### src/rtl/i2s_codec_master_pkg.sv
// Shared constants and frame-state encoding for the I2S codec master.
package i2s_codec_master_pkg;

    localparam int SAMPLE_W = 16;

    typedef enum logic [1:0] {
        IDLE     = 2'd0,
        ADC_SLOT = 2'd1,
        DAC_SLOT = 2'd2
    } frame_state_e;

endpackage

### src/rtl/i2s_codec_master_if.sv
// Sample-side handshake plus codec pins of the I2S codec master.
interface i2s_codec_master_if;
    import i2s_codec_master_pkg::*;

    // adc_ready pulses for one clk exactly when the master consumes adc_sample at a
    // slot load; adc_valid is only looked at on that cycle. dac_valid pulses for one
    // clk when dac_sample has just been updated; there is no back-pressure.
    logic                en;
    logic [SAMPLE_W-1:0] adc_sample;
    logic                adc_valid;
    logic                adc_ready;
    logic                adc_underrun;
    logic [SAMPLE_W-1:0] dac_sample;
    logic                dac_valid;
    logic                AUD_BCLK;
    logic                AUD_ADCLRCK;
    logic                AUD_DACLRCK;
    logic                AUD_ADCDAT;
    logic                AUD_DACDAT;

    modport master (
        output en, adc_sample, adc_valid, AUD_DACDAT,
        input  adc_ready, adc_underrun, dac_sample, dac_valid,
               AUD_BCLK, AUD_ADCLRCK, AUD_DACLRCK, AUD_ADCDAT
    );

    modport slave (
        input  en, adc_sample, adc_valid, AUD_DACDAT,
        output adc_ready, adc_underrun, dac_sample, dac_valid,
               AUD_BCLK, AUD_ADCLRCK, AUD_DACLRCK, AUD_ADCDAT
    );

endinterface

### src/rtl/i2s_bclk_gen.sv
// Bit-clock divider with registered strobes marking each BCLK rising/falling toggle.
module i2s_bclk_gen #(
    parameter int BCLK_HALF = 2
) (
    input  logic clk,
    input  logic rst_n,
    input  logic en_i,
    output logic bclk_o,
    output logic rise_o,
    output logic fall_o
);

    localparam int DIV_W = (BCLK_HALF > 1) ? $clog2(BCLK_HALF) : 1;
    localparam logic [DIV_W-1:0] DIV_LAST = DIV_W'(BCLK_HALF - 1);

    logic [DIV_W-1:0] div_q, div_d;
    logic             bclk_q, bclk_d;
    logic             rise_q, rise_d;
    logic             fall_q, fall_d;

    always_comb begin
        div_d  = div_q;
        bclk_d = bclk_q;
        rise_d = 1'b0;
        fall_d = 1'b0;
        if (!en_i) begin
            div_d  = '0;
            bclk_d = 1'b0;
        end else if (div_q == DIV_LAST) begin
            div_d  = '0;
            bclk_d = ~bclk_q;
            rise_d = ~bclk_q;
            fall_d = bclk_q;
        end else begin
            div_d = div_q + 1'b1;
        end
    end

    always_ff @(posedge clk) begin
        if (!rst_n) begin
            div_q  <= '0;
            bclk_q <= 1'b0;
            rise_q <= 1'b0;
            fall_q <= 1'b0;
        end else begin
            div_q  <= div_d;
            bclk_q <= bclk_d;
            rise_q <= rise_d;
            fall_q <= fall_d;
        end
    end

    assign bclk_o = bclk_q;
    assign rise_o = rise_q;
    assign fall_o = fall_q;

endmodule

### src/rtl/i2s_codec_master.sv
// I2S codec master: frame clock, ADC-slot serializer and DAC-slot deserializer.
module i2s_codec_master
    import i2s_codec_master_pkg::*;
#(
    parameter int BCLK_HALF = 2,
    parameter int SLOT_BITS = 32
) (
    input  logic               clk,
    input  logic               rst_n,
    i2s_codec_master_if.slave  bus_if,
    output frame_state_e       state_o
);

    localparam int CNT_W = $clog2(SLOT_BITS);
    localparam logic [CNT_W-1:0] CNT_LAST = CNT_W'(SLOT_BITS - 1);
    localparam logic [CNT_W-1:0] BIT_LAST = CNT_W'(SAMPLE_W);

    logic bclk, bclk_rise, bclk_fall;

    i2s_bclk_gen #(.BCLK_HALF(BCLK_HALF)) u_bclk_gen (
        .clk    (clk),
        .rst_n  (rst_n),
        .en_i   (bus_if.en),
        .bclk_o (bclk),
        .rise_o (bclk_rise),
        .fall_o (bclk_fall)
    );

    frame_state_e        state_q, state_d;
    logic [CNT_W-1:0]    bit_cnt_q, bit_cnt_d;
    logic                lrck_q, lrck_d;
    logic                adcdat_q, adcdat_d;
    logic [SAMPLE_W-1:0] adc_sh_q, adc_sh_d;
    logic [SAMPLE_W-1:0] dac_sh_q, dac_sh_d;
    logic [SAMPLE_W-1:0] dac_sample_q, dac_sample_d;
    logic                adc_ready_q, adc_ready_d;
    logic                dac_valid_q, dac_valid_d;
    logic                underrun_q, underrun_d;
    logic                slot_load;

    always_comb begin
        state_d      = state_q;
        bit_cnt_d    = bit_cnt_q;
        lrck_d       = lrck_q;
        adcdat_d     = adcdat_q;
        adc_sh_d     = adc_sh_q;
        dac_sh_d     = dac_sh_q;
        dac_sample_d = dac_sample_q;
        adc_ready_d  = 1'b0;
        dac_valid_d  = 1'b0;
        underrun_d   = underrun_q;
        slot_load    = 1'b0;

        if (!bus_if.en) begin
            state_d   = IDLE;
            bit_cnt_d = '0;
            lrck_d    = 1'b1;
            adcdat_d  = 1'b0;
            dac_sh_d  = '0;
        end else begin
            case (state_q)
                IDLE: begin
                    state_d   = ADC_SLOT;
                    slot_load = 1'b1;
                end
                ADC_SLOT, DAC_SLOT: begin
                    if (bclk_fall) begin
                        if (bit_cnt_q == CNT_LAST) begin
                            bit_cnt_d = '0;
                            lrck_d    = ~lrck_q;
                            state_d   = (state_q == ADC_SLOT) ? DAC_SLOT : ADC_SLOT;
                            slot_load = (state_q == DAC_SLOT);
                        end else begin
                            bit_cnt_d = bit_cnt_q + 1'b1;
                        end
                        // Bit 15 leaves at bit_cnt=1: the one-bit I2S delay after LRCK.
                        if (state_d == ADC_SLOT && bit_cnt_d != '0 && bit_cnt_d <= BIT_LAST) begin
                            adcdat_d = adc_sh_q[SAMPLE_W-1];
                            adc_sh_d = {adc_sh_q[SAMPLE_W-2:0], 1'b0};
                        end else begin
                            adcdat_d = 1'b0;
                        end
                    end
                    if (bclk_rise && state_q == DAC_SLOT && bit_cnt_q != '0 && bit_cnt_q <= BIT_LAST) begin
                        dac_sh_d = {dac_sh_q[SAMPLE_W-2:0], bus_if.AUD_DACDAT};
                        if (bit_cnt_q == BIT_LAST) begin
                            dac_sample_d = dac_sh_d;
                            dac_valid_d  = 1'b1;
                        end
                    end
                end
                default: state_d = IDLE;
            endcase

            if (slot_load) begin
                if (bus_if.adc_valid) begin
                    adc_sh_d    = bus_if.adc_sample;
                    adc_ready_d = 1'b1;
                end else begin
                    adc_sh_d   = '0;
                    underrun_d = 1'b1;
                end
            end
        end
    end

    always_ff @(posedge clk) begin
        if (!rst_n) begin
            state_q      <= IDLE;
            bit_cnt_q    <= '0;
            lrck_q       <= 1'b1;
            adcdat_q     <= 1'b0;
            adc_sh_q     <= '0;
            dac_sh_q     <= '0;
            dac_sample_q <= '0;
            adc_ready_q  <= 1'b0;
            dac_valid_q  <= 1'b0;
            underrun_q   <= 1'b0;
        end else begin
            state_q      <= state_d;
            bit_cnt_q    <= bit_cnt_d;
            lrck_q       <= lrck_d;
            adcdat_q     <= adcdat_d;
            adc_sh_q     <= adc_sh_d;
            dac_sh_q     <= dac_sh_d;
            dac_sample_q <= dac_sample_d;
            adc_ready_q  <= adc_ready_d;
            dac_valid_q  <= dac_valid_d;
            underrun_q   <= underrun_d;
        end
    end

    assign bus_if.AUD_BCLK     = bclk;
    assign bus_if.AUD_ADCLRCK  = lrck_q;
    assign bus_if.AUD_DACLRCK  = lrck_q;
    assign bus_if.AUD_ADCDAT   = adcdat_q;
    assign bus_if.adc_ready    = adc_ready_q;
    assign bus_if.adc_underrun = underrun_q;
    assign bus_if.dac_sample   = dac_sample_q;
    assign bus_if.dac_valid    = dac_valid_q;
    assign state_o             = state_q;

endmodule

### src/flat_wrapper.sv
// flat-port wrapper written by rule: the top's interface ports become plain ports
module i2s_codec_master_flat import i2s_codec_master_pkg::*;
#(
    parameter int BCLK_HALF = 2,
    parameter int SLOT_BITS = 32
)
  (clk, rst_n, state_o, bus_if_en, bus_if_adc_sample, bus_if_adc_valid, bus_if_AUD_DACDAT, bus_if_adc_ready, bus_if_adc_underrun, bus_if_dac_sample, bus_if_dac_valid, bus_if_AUD_BCLK, bus_if_AUD_ADCLRCK, bus_if_AUD_DACLRCK, bus_if_AUD_ADCDAT);
  i2s_codec_master_if bus_if_i ();
  input  logic clk;
  input  logic rst_n;
  output frame_state_e state_o;
  input wire logic [$bits(bus_if_i.en)-1:0] bus_if_en;
  input wire logic [$bits(bus_if_i.adc_sample)-1:0] bus_if_adc_sample;
  input wire logic [$bits(bus_if_i.adc_valid)-1:0] bus_if_adc_valid;
  input wire logic [$bits(bus_if_i.AUD_DACDAT)-1:0] bus_if_AUD_DACDAT;
  output wire logic [$bits(bus_if_i.adc_ready)-1:0] bus_if_adc_ready;
  output wire logic [$bits(bus_if_i.adc_underrun)-1:0] bus_if_adc_underrun;
  output wire logic [$bits(bus_if_i.dac_sample)-1:0] bus_if_dac_sample;
  output wire logic [$bits(bus_if_i.dac_valid)-1:0] bus_if_dac_valid;
  output wire logic [$bits(bus_if_i.AUD_BCLK)-1:0] bus_if_AUD_BCLK;
  output wire logic [$bits(bus_if_i.AUD_ADCLRCK)-1:0] bus_if_AUD_ADCLRCK;
  output wire logic [$bits(bus_if_i.AUD_DACLRCK)-1:0] bus_if_AUD_DACLRCK;
  output wire logic [$bits(bus_if_i.AUD_ADCDAT)-1:0] bus_if_AUD_ADCDAT;
  assign bus_if_i.en = bus_if_en;
  assign bus_if_i.adc_sample = bus_if_adc_sample;
  assign bus_if_i.adc_valid = bus_if_adc_valid;
  assign bus_if_i.AUD_DACDAT = bus_if_AUD_DACDAT;
  assign bus_if_adc_ready = bus_if_i.adc_ready;
  assign bus_if_adc_underrun = bus_if_i.adc_underrun;
  assign bus_if_dac_sample = bus_if_i.dac_sample;
  assign bus_if_dac_valid = bus_if_i.dac_valid;
  assign bus_if_AUD_BCLK = bus_if_i.AUD_BCLK;
  assign bus_if_AUD_ADCLRCK = bus_if_i.AUD_ADCLRCK;
  assign bus_if_AUD_DACLRCK = bus_if_i.AUD_DACLRCK;
  assign bus_if_AUD_ADCDAT = bus_if_i.AUD_ADCDAT;
  i2s_codec_master #(.BCLK_HALF(BCLK_HALF), .SLOT_BITS(SLOT_BITS)) u_core (.clk(clk), .rst_n(rst_n), .bus_if(bus_if_i), .state_o(state_o));
endmodule
### config.mk
export PLATFORM = sky130hd
export DESIGN_NAME = i2s_codec_master_flat
export DESIGN_NICKNAME = d
export VERILOG_FILES = /design/src/rtl/i2s_codec_master_pkg.sv /design/src/rtl/i2s_codec_master_if.sv /design/src/rtl/i2s_bclk_gen.sv /design/src/rtl/i2s_codec_master.sv /design/src/flat_wrapper.sv
export SDC_FILE = /design/constraint.sdc
export NUM_CORES = 1
export LEC_CHECK = 0
export CORE_MARGIN = 2
export CORE_UTILIZATION = 57
export CTS_CLUSTER_SIZE = 16
export DETAILED_ROUTE_END_ITERATION = 16
export PLACE_DENSITY_LB_ADDON = 0.05
export SLEW_MARGIN = 15
export SYNTH_ARGS = -nofsm -noshare
export SYNTH_HDL_FRONTEND = slang
export SYNTH_HIERARCHICAL = 1
export SYNTH_SLANG_ARGS = --single-unit
### constraint.sdc
create_clock -name clk -period 5.7 [get_ports clk]
set_input_delay 0.855 -clock clk [delete_from_list [all_inputs] [get_ports clk]]
set_output_delay 0.855 -clock clk [all_outputs]
set_load 0.05 [all_outputs]
==> impl_metrics.csv, run 1 <==
group,metric,value,unit
routing,vias,2253,
routing,drcViolationCount,0,
global_routing,antenna_found_initial,0,
sta,max-slew-margin-rel,37.4,%
global_routing,gr-total-overflow,0,
placement,dpl.cell_count,396,
sta,rsz0062_at_grt,"no",
routing,wirelength,5630,um
layout,area_growth_syn_to_layout,20.8,%
cts,clockRootBuffer,"clkbuf_8",
cts,postCtsSetupBuffers,0,
cts,hold_buffers,0,
synthesis,synth.avg_cell_area,9.43,um2
outcome,status,"finished clean",
sta,worst_slew_pin_slew,939,ps
layout,drive_gt1_share,11.3,%
cts,cts_buffer_depth,2,
floorplan,start_util,59.9,%
synthesis,synth_cell_types,48,
floorplan,dieArea,5610,um2
sta,hold_viol,0,
sta,fin_crit,2850,ps
cts,tritoncts,"built",
power,power_density,275,nW/um2
layout,most-common-layout-cells,"dfxtp_1 (63), clkdlybuf4s50_1 (45), nand2_1 (41)",
placement,gp_congestion,0.778,
placement,dpl.hpwl,3740,um
floorplan,ios,46,
layout,nets,369,
power,peakVddDrop,0.204,mV
floorplan,rows,25,
synthesis,syn_nets,333,
cts,cts_sinks,63,
cts,cts_made_buffers,9,
routing,drt-pass1-iter-count,4,
worst_setup_path,cp-end-kind,"flip-flop",
routing,ant_nets,0,
synthesis,ys_ff_latch,63,
synthesis,yosysSeqAreaShare,44.0,%
sta,setup_viol,0,
sta,fin_crit_sh,50.0,%
layout,fin_cells,412,
power,p_leak,1.31,nW
cts,path_clk_slew,70,ps
sta,fin_tns_setup,0,ps
routing,viasPerCell,5.47,
global_routing,grt_first_pass_wirelength,9470,um
synthesis,synth_flop_cell,"dfxtp_1",
floorplan,die_w,74.9,um
routing,routedWlPerCell,13.7,um
worst_setup_path,criticalPathCategory,"reg -> reg",
placement,port_buffers,45,
sta,worst_clock_skew,5.49,ps
synthesis,ys_warn_count,6,
job,maxCapViolations,0,
worst_setup_path,startpoint_type,"flip-flop",
worst_setup_path,crit_fanout,15,
cts,worstSkewPairLatency,330,ps
cts,cts_htree_levels,3,
layout,mostFrequentLayoutCell,"dfxtp_1",
worst_setup_path,critPathRequiredTime,5940,ps
global_routing,grt_usage,22.2,%
global_routing,grt_max_degree,34,
worst_setup_path,cp.arrival,3090,ps
routing,drt_iter0_drc,113,
synthesis,synth-edff-count,0,
cts,cts_resized,0,
global_routing,grt_pass1_vias,2104,
floorplan,die_h,74.9,um
synthesis,netlist_area,2870,um2
layout,n_antenna_cell,0,
floorplan,coreArea,4790,um2
hold_path,worstHoldPathType,"reg -> reg",
synthesis,netlist_instances,304,
synthesis,async_flop_share,0,%
sta,slew_viol_final,0,
sta,fmax,0.351,GHz
cell families (layout without fill, tap and decap cells):
family          count (synthesis)  after routing  share of synthesized area [%]
compound gates                 68             68                           20.0
xor+xnor                        3              3                          0.917
fa+ha+maj                       8              8                           3.49
buf+inv                        30             71                           6.64
flops                          63             63                           44.0
mux                            16             16                           5.59
simple gates                  116            116                           19.4
Yosys cell counts (all sizes together) (2+ instances only):
| master | number | area share [%] |
|---|---|---|
| dfxtp | 63 | 44 |
| nor2b | 3 | 0.66 |
| a41oi | 2 | 1.5 |
| and2b | 2 | 0.52 |
| a221oi | 15 | 7.0 |
| a22oi | 15 | 3.9 |
| nor3 | 3 | 1.1 |
| a31oi | 2 | 0.44 |
| and3 | 3 | 0.70 |
| nand2 | 43 | 5.8 |
| nand3 | 10 | 2.4 |
| xor2 | 2 | 0.61 |
| buf | 14 | 4.5 |
| clkbuf | 7 | 0.92 |
| nor2 | 40 | 5.2 |
| inv | 9 | 1.2 |
| a21oi | 24 | 4.2 |
| o21ai | 5 | 1.3 |
| mux2i | 16 | 5.6 |
| nand2b | 2 | 0.44 |
| ha | 8 | 3.5 |
| nand3b | 2 | 0.52 |
per-stage QoR:
stage / util (%) / setup slack, ps / power [mW] / hold WS [ps] / cell area [um2]
after floorplan: - / 3270 / 0.520 / 426 / 2870
after global placement: 67.9 / 2960 / 0.545 / 439 / 3250
after detailed placement: 67.9 / 2900 / 0.546 / 444 / 3250
after CTS: 72.3 / 2870 / 0.963 / 454 / 3460
after global routing: 72.3 / 2590 / 0.989 / 470 / 3460
final: 72.3 / 2850 / 0.954 / 451 / 3460
report_power, final:
group	internal, mW	leakage, nW	switching, mW
combinational	0.0349	0.693	0.0436
sequential	0.451	0.512	0.00650
clock	0.246	0.110	0.172
total	0.731	1.31	0.222
sequential cells by signal (all words and copies together) (netlist names):
name / count
u_core/adc_sh_q: 16
u_core/bus_if.dac_sample: 16
u_core/dac_sh_q: 15
u_core/bit_cnt_q: 5
u_core/state_o: 2
u_core/bus_if.AUD_ADCDAT: 1
u_core/bus_if.AUD_ADCLRCK: 1
u_core/bus_if.adc_ready: 1
u_core/bus_if.adc_underrun: 1
u_core/bus_if.dac_valid: 1
u_core/u_bclk_gen/bclk_o: 1
u_core/u_bclk_gen/div_q: 1
u_core/u_bclk_gen/fall_o: 1
u_core/u_bclk_gen/rise_o: 1
critical path: stages (launching register included):
cell and delay (ps):
dfxtp_1 440, ha_1 280, and3_1 180, ha_1 420, a41oi_4 190, nor3_2 690, a22oi_1 240, a221oi_2 310
per-layer routing:
layer,vias up,GRT usage [%],wire (um)
met5,-,0,0
met4,0,10.5,80
met3,7,5.22,171
met2,32,35.9,2690
met1,1069,27.9,2690
li1,1145,-,-
path summary, 6_finish.rpt:
kind / startpoint / to / slack (ps) / cells after the start
worst max-delay path: u_core/bit_cnt_q[1]$_SDFFE_PN0P_ / u_core/adc_sh_q[14]$_SDFFE_PN0P_ / 2850 / 7
worst min-delay path: u_core/bus_if.dac_sample[2]$_SDFFE_PN0P_ / u_core/bus_if.dac_sample[2]$_SDFFE_PN0P_ / 450 / 2
worst max register to register: u_core/bit_cnt_q[1]$_SDFFE_PN0P_ / u_core/adc_sh_q[14]$_SDFFE_PN0P_ / 2850 / 7
worst min register to register: u_core/bus_if.dac_sample[2]$_SDFFE_PN0P_ / u_core/bus_if.dac_sample[2]$_SDFFE_PN0P_ / 450 / 2
area by class of cell:
class / count / area (um2)
Clock inverter: 6 / 83.8
Fill cell: 410 / 1320
Multi-Input combinational cell: 211 / 1410
Inverter: 9 / 33.8
Tap cell: 67 / 83.8
Sequential cell: 63 / 1260
Timing Repair Buffer: 46 / 458
Clock buffer: 10 / 128
No activity file was read; power rests on OpenSTA's default activity.
==> run 2, diff against run 1 <==
--- a/config.mk
+++ b/config.mk
@@ -6,7 +6,7 @@
 export NUM_CORES = 1
 export LEC_CHECK = 0
 export CORE_MARGIN = 2
-export CORE_UTILIZATION = 57
+export CORE_UTILIZATION = 53
 export CTS_CLUSTER_SIZE = 16
 export DETAILED_ROUTE_END_ITERATION = 16
 export PLACE_DENSITY_LB_ADDON = 0.05
==> constraint.sdc (replaced) <==
create_clock -name clk -period 2.9 [get_ports clk]
set_input_delay 0.435 -clock clk [delete_from_list [all_inputs] [get_ports clk]]
set_output_delay 0.435 -clock clk [all_outputs]
set_load 0.05 [all_outputs]
==> impl_metrics.csv, run 2 (synthesis gave the netlist of run 1 again) <==
group,metric,value,unit
outcome,status,"finished clean",
sta,fin_crit_sh,89.7,%
layout,register_area,1260,um2
layout,most-common-layout-cells,"dfxtp_1 (63), clkdlybuf4s50_1 (45), nand2_1 (41)",
power,p_leak,1.33,nW
global_routing,gr-total-overflow,0,
cts,cts_made_buffers,9,
power,p_total,1.87,mW
worst_setup_path,rr_endpoint,"u_core/adc_sh_q[3]$_SDFFE_PN0P_",
layout,mostFrequentLayoutCell,"dfxtp_1",
routing,drcViolationCount,0,
worst_setup_path,slowest_delay,500,ps
job,maxCapViolations,0,
sta,setup_viol,0,
placement,dpl.cell_count,403,
floorplan,die_w,77.5,um
floorplan,start_util,55.4,%
sta,rsz0062_at_grt,"no",
worst_setup_path,cp-end-kind,"flip-flop",
sta,slew_viol_final,0,
cts,cts_buffer_depth,2,
routing,vias,2267,
hold_path,min_to,"u_core/bus_if.dac_sample[12]$_SDFFE_PN0P_",
layout,nets,373,
worst_setup_path,r2r_start,"u_core/bit_cnt_q[1]$_SDFFE_PN0P_",
floorplan,coreArea,5170,um2
worst_setup_path,cp_cell_sequence,"ha_1, and3_1, ha_1, and2b_1, a22o_1, nand3_2, o21ai_4, a221oi_1",
routing,viasPerCell,5.41,
global_routing,grt_pass1_vias,2059,
cts,clockRootBuffer,"clkbuf_8",
worst_setup_path,rrSetupSlack,300,ps
global_routing,antenna_found_initial,0,
layout,multi_input_area,1410,um2
routing,wirelength,5530,um
layout,fillers,418,
routing,drt_iter0_drc,154,
worst_setup_path,critPathRequiredTime,3070,ps
worst_setup_path,timing.critical_path.mode_cell,"ha_1",
cts,tritoncts,"built",
hold_path,hold_depth,2,
cts,worstSkewPairLatency,330,ps
worst_setup_path,startpoint_type,"flip-flop",
layout,area_growth_syn_to_layout,22.0,%
global_routing,gr-max-usage-layer,"met2",
global_routing,met3_usage,3.49,%
layout,n_antenna_cell,0,
placement,gp_congestion,0.808,
cts,postCtsSetupBuffers,0,
sta,fmax,0.384,GHz
layout,final_core_util,67.6,%
layout,drive_gt1_share,12.3,%
cts,cts_htree_levels,3,
worst_setup_path,criticalPathCategory,"reg -> reg",
sta,fin_crit,2600,ps
worst_setup_path,worstRegToRegCells,8,
worst_setup_path,crit_path_top_delay_cell,"o21ai_4",
routing,drt-pass1-iter-count,4,
cts,path_clk_slew,70,ps
worst_setup_path,cp.arrival,2770,ps
placement,dpl.hpwl,3660,um
cts,cts_resized,0,
floorplan,rows,26,
global_routing,grt_max_degree,24,
layout,fin_cells,419,
floorplan,ios,46,
placement,port_buffers,45,
floorplan,die_h,77.5,um
global_routing,grt_usage,19.6,%
sta,worst_slew_pin_slew,835,ps
sta,max-slew-margin-rel,44.3,%
sta,hold_viol,0,
global_routing,use_met1,26.4,%
hold_path,worstHoldPathType,"reg -> reg",
power,peakVddDrop,0.457,mV
sta,worst_clock_skew,3.67,ps
worst_setup_path,crit_fanout,15,
global_routing,gr-usage-met2,30.2,%
routing,ant_nets,0,
floorplan,dieArea,6010,um2
hold_path,min_from,"u_core/bus_if.dac_sample[12]$_SDFFE_PN0P_",
routing,routedWlPerCell,13.2,um
sta,hold_ws,449,ps
power,power_density,536,nW/um2
sta,fin_tns_setup,0,ps
cts,hold_buffers,0,
cts,cts_sinks,63,
global_routing,grt_first_pass_wirelength,9430,um
==> run 2: cell type report <==
class | instances | area share [%]
sequential | 63 | 36.1
clock buffer | 10 | 3.65
timing repair buffer | 50 | 14.0
clock inverter | 6 | 2.40
multi-input combinational | 211 | 40.4
tap | 70 | 2.51
inverter | 9 | 0.966
==> run 2: metal layers <==
layer  vias up  share of wire [%]
met5         -                  0
met4         0                1.6
met3         8                3.8
met2        49                 46
met1      1066                 48
li1       1144                  -
==> run 2: critical path, delay by kind of cell, from the launching register on <==
kind	cells	cell delay, ps
AO/OA/AOI/OAI	3	840
adder cells (fa/ha/maj)	2	680
flip-flops	1	430
AND/OR/NAND/NOR	3	490
==> run 2: worst max path at each step <==
stage / from / endpoint / cells past startpoint
6_report: u_core/bit_cnt_q[1]$_SDFFE_PN0P_ / u_core/adc_sh_q[3]$_SDFFE_PN0P_ / 8
5_1_grt: u_core/bit_cnt_q[1]$_SDFFE_PN0P_ / u_core/adc_sh_q[2]$_SDFFE_PN0P_ / 8
4_1_cts: u_core/bit_cnt_q[1]$_SDFFE_PN0P_ / u_core/adc_sh_q[3]$_SDFFE_PN0P_ / 8
3_5_place_dp: u_core/bit_cnt_q[1]$_SDFFE_PN0P_ / u_core/adc_sh_q[3]$_SDFFE_PN0P_ / 8
3_3_place_gp: u_core/bit_cnt_q[1]$_SDFFE_PN0P_ / u_core/adc_sh_q[4]$_SDFFE_PN0P_ / 8
2_1_floorplan: u_core/state_o[0]$_SDFFE_PN0P_ / u_core/adc_sh_q[10]$_SDFFE_PN0P_ / 9
==> run 2: power breakdown <==
group	switching [mW]	internal (mW)	total, mW
clock network	0.333	0.482	0.815
registers	0.0124	0.887	0.899
logic	0.0868	0.0721	0.159
total	0.432	1.44	1.87
==> run 2: through the flow <==
stage          setup slack (ps)  area [um2]
6_report                    298        3500
5_1_grt                    33.0        3500
4_1_cts                     293        3500
3_5_place_dp                307        3280
3_3_place_gp                403        3280
2_1_floorplan               473        2870
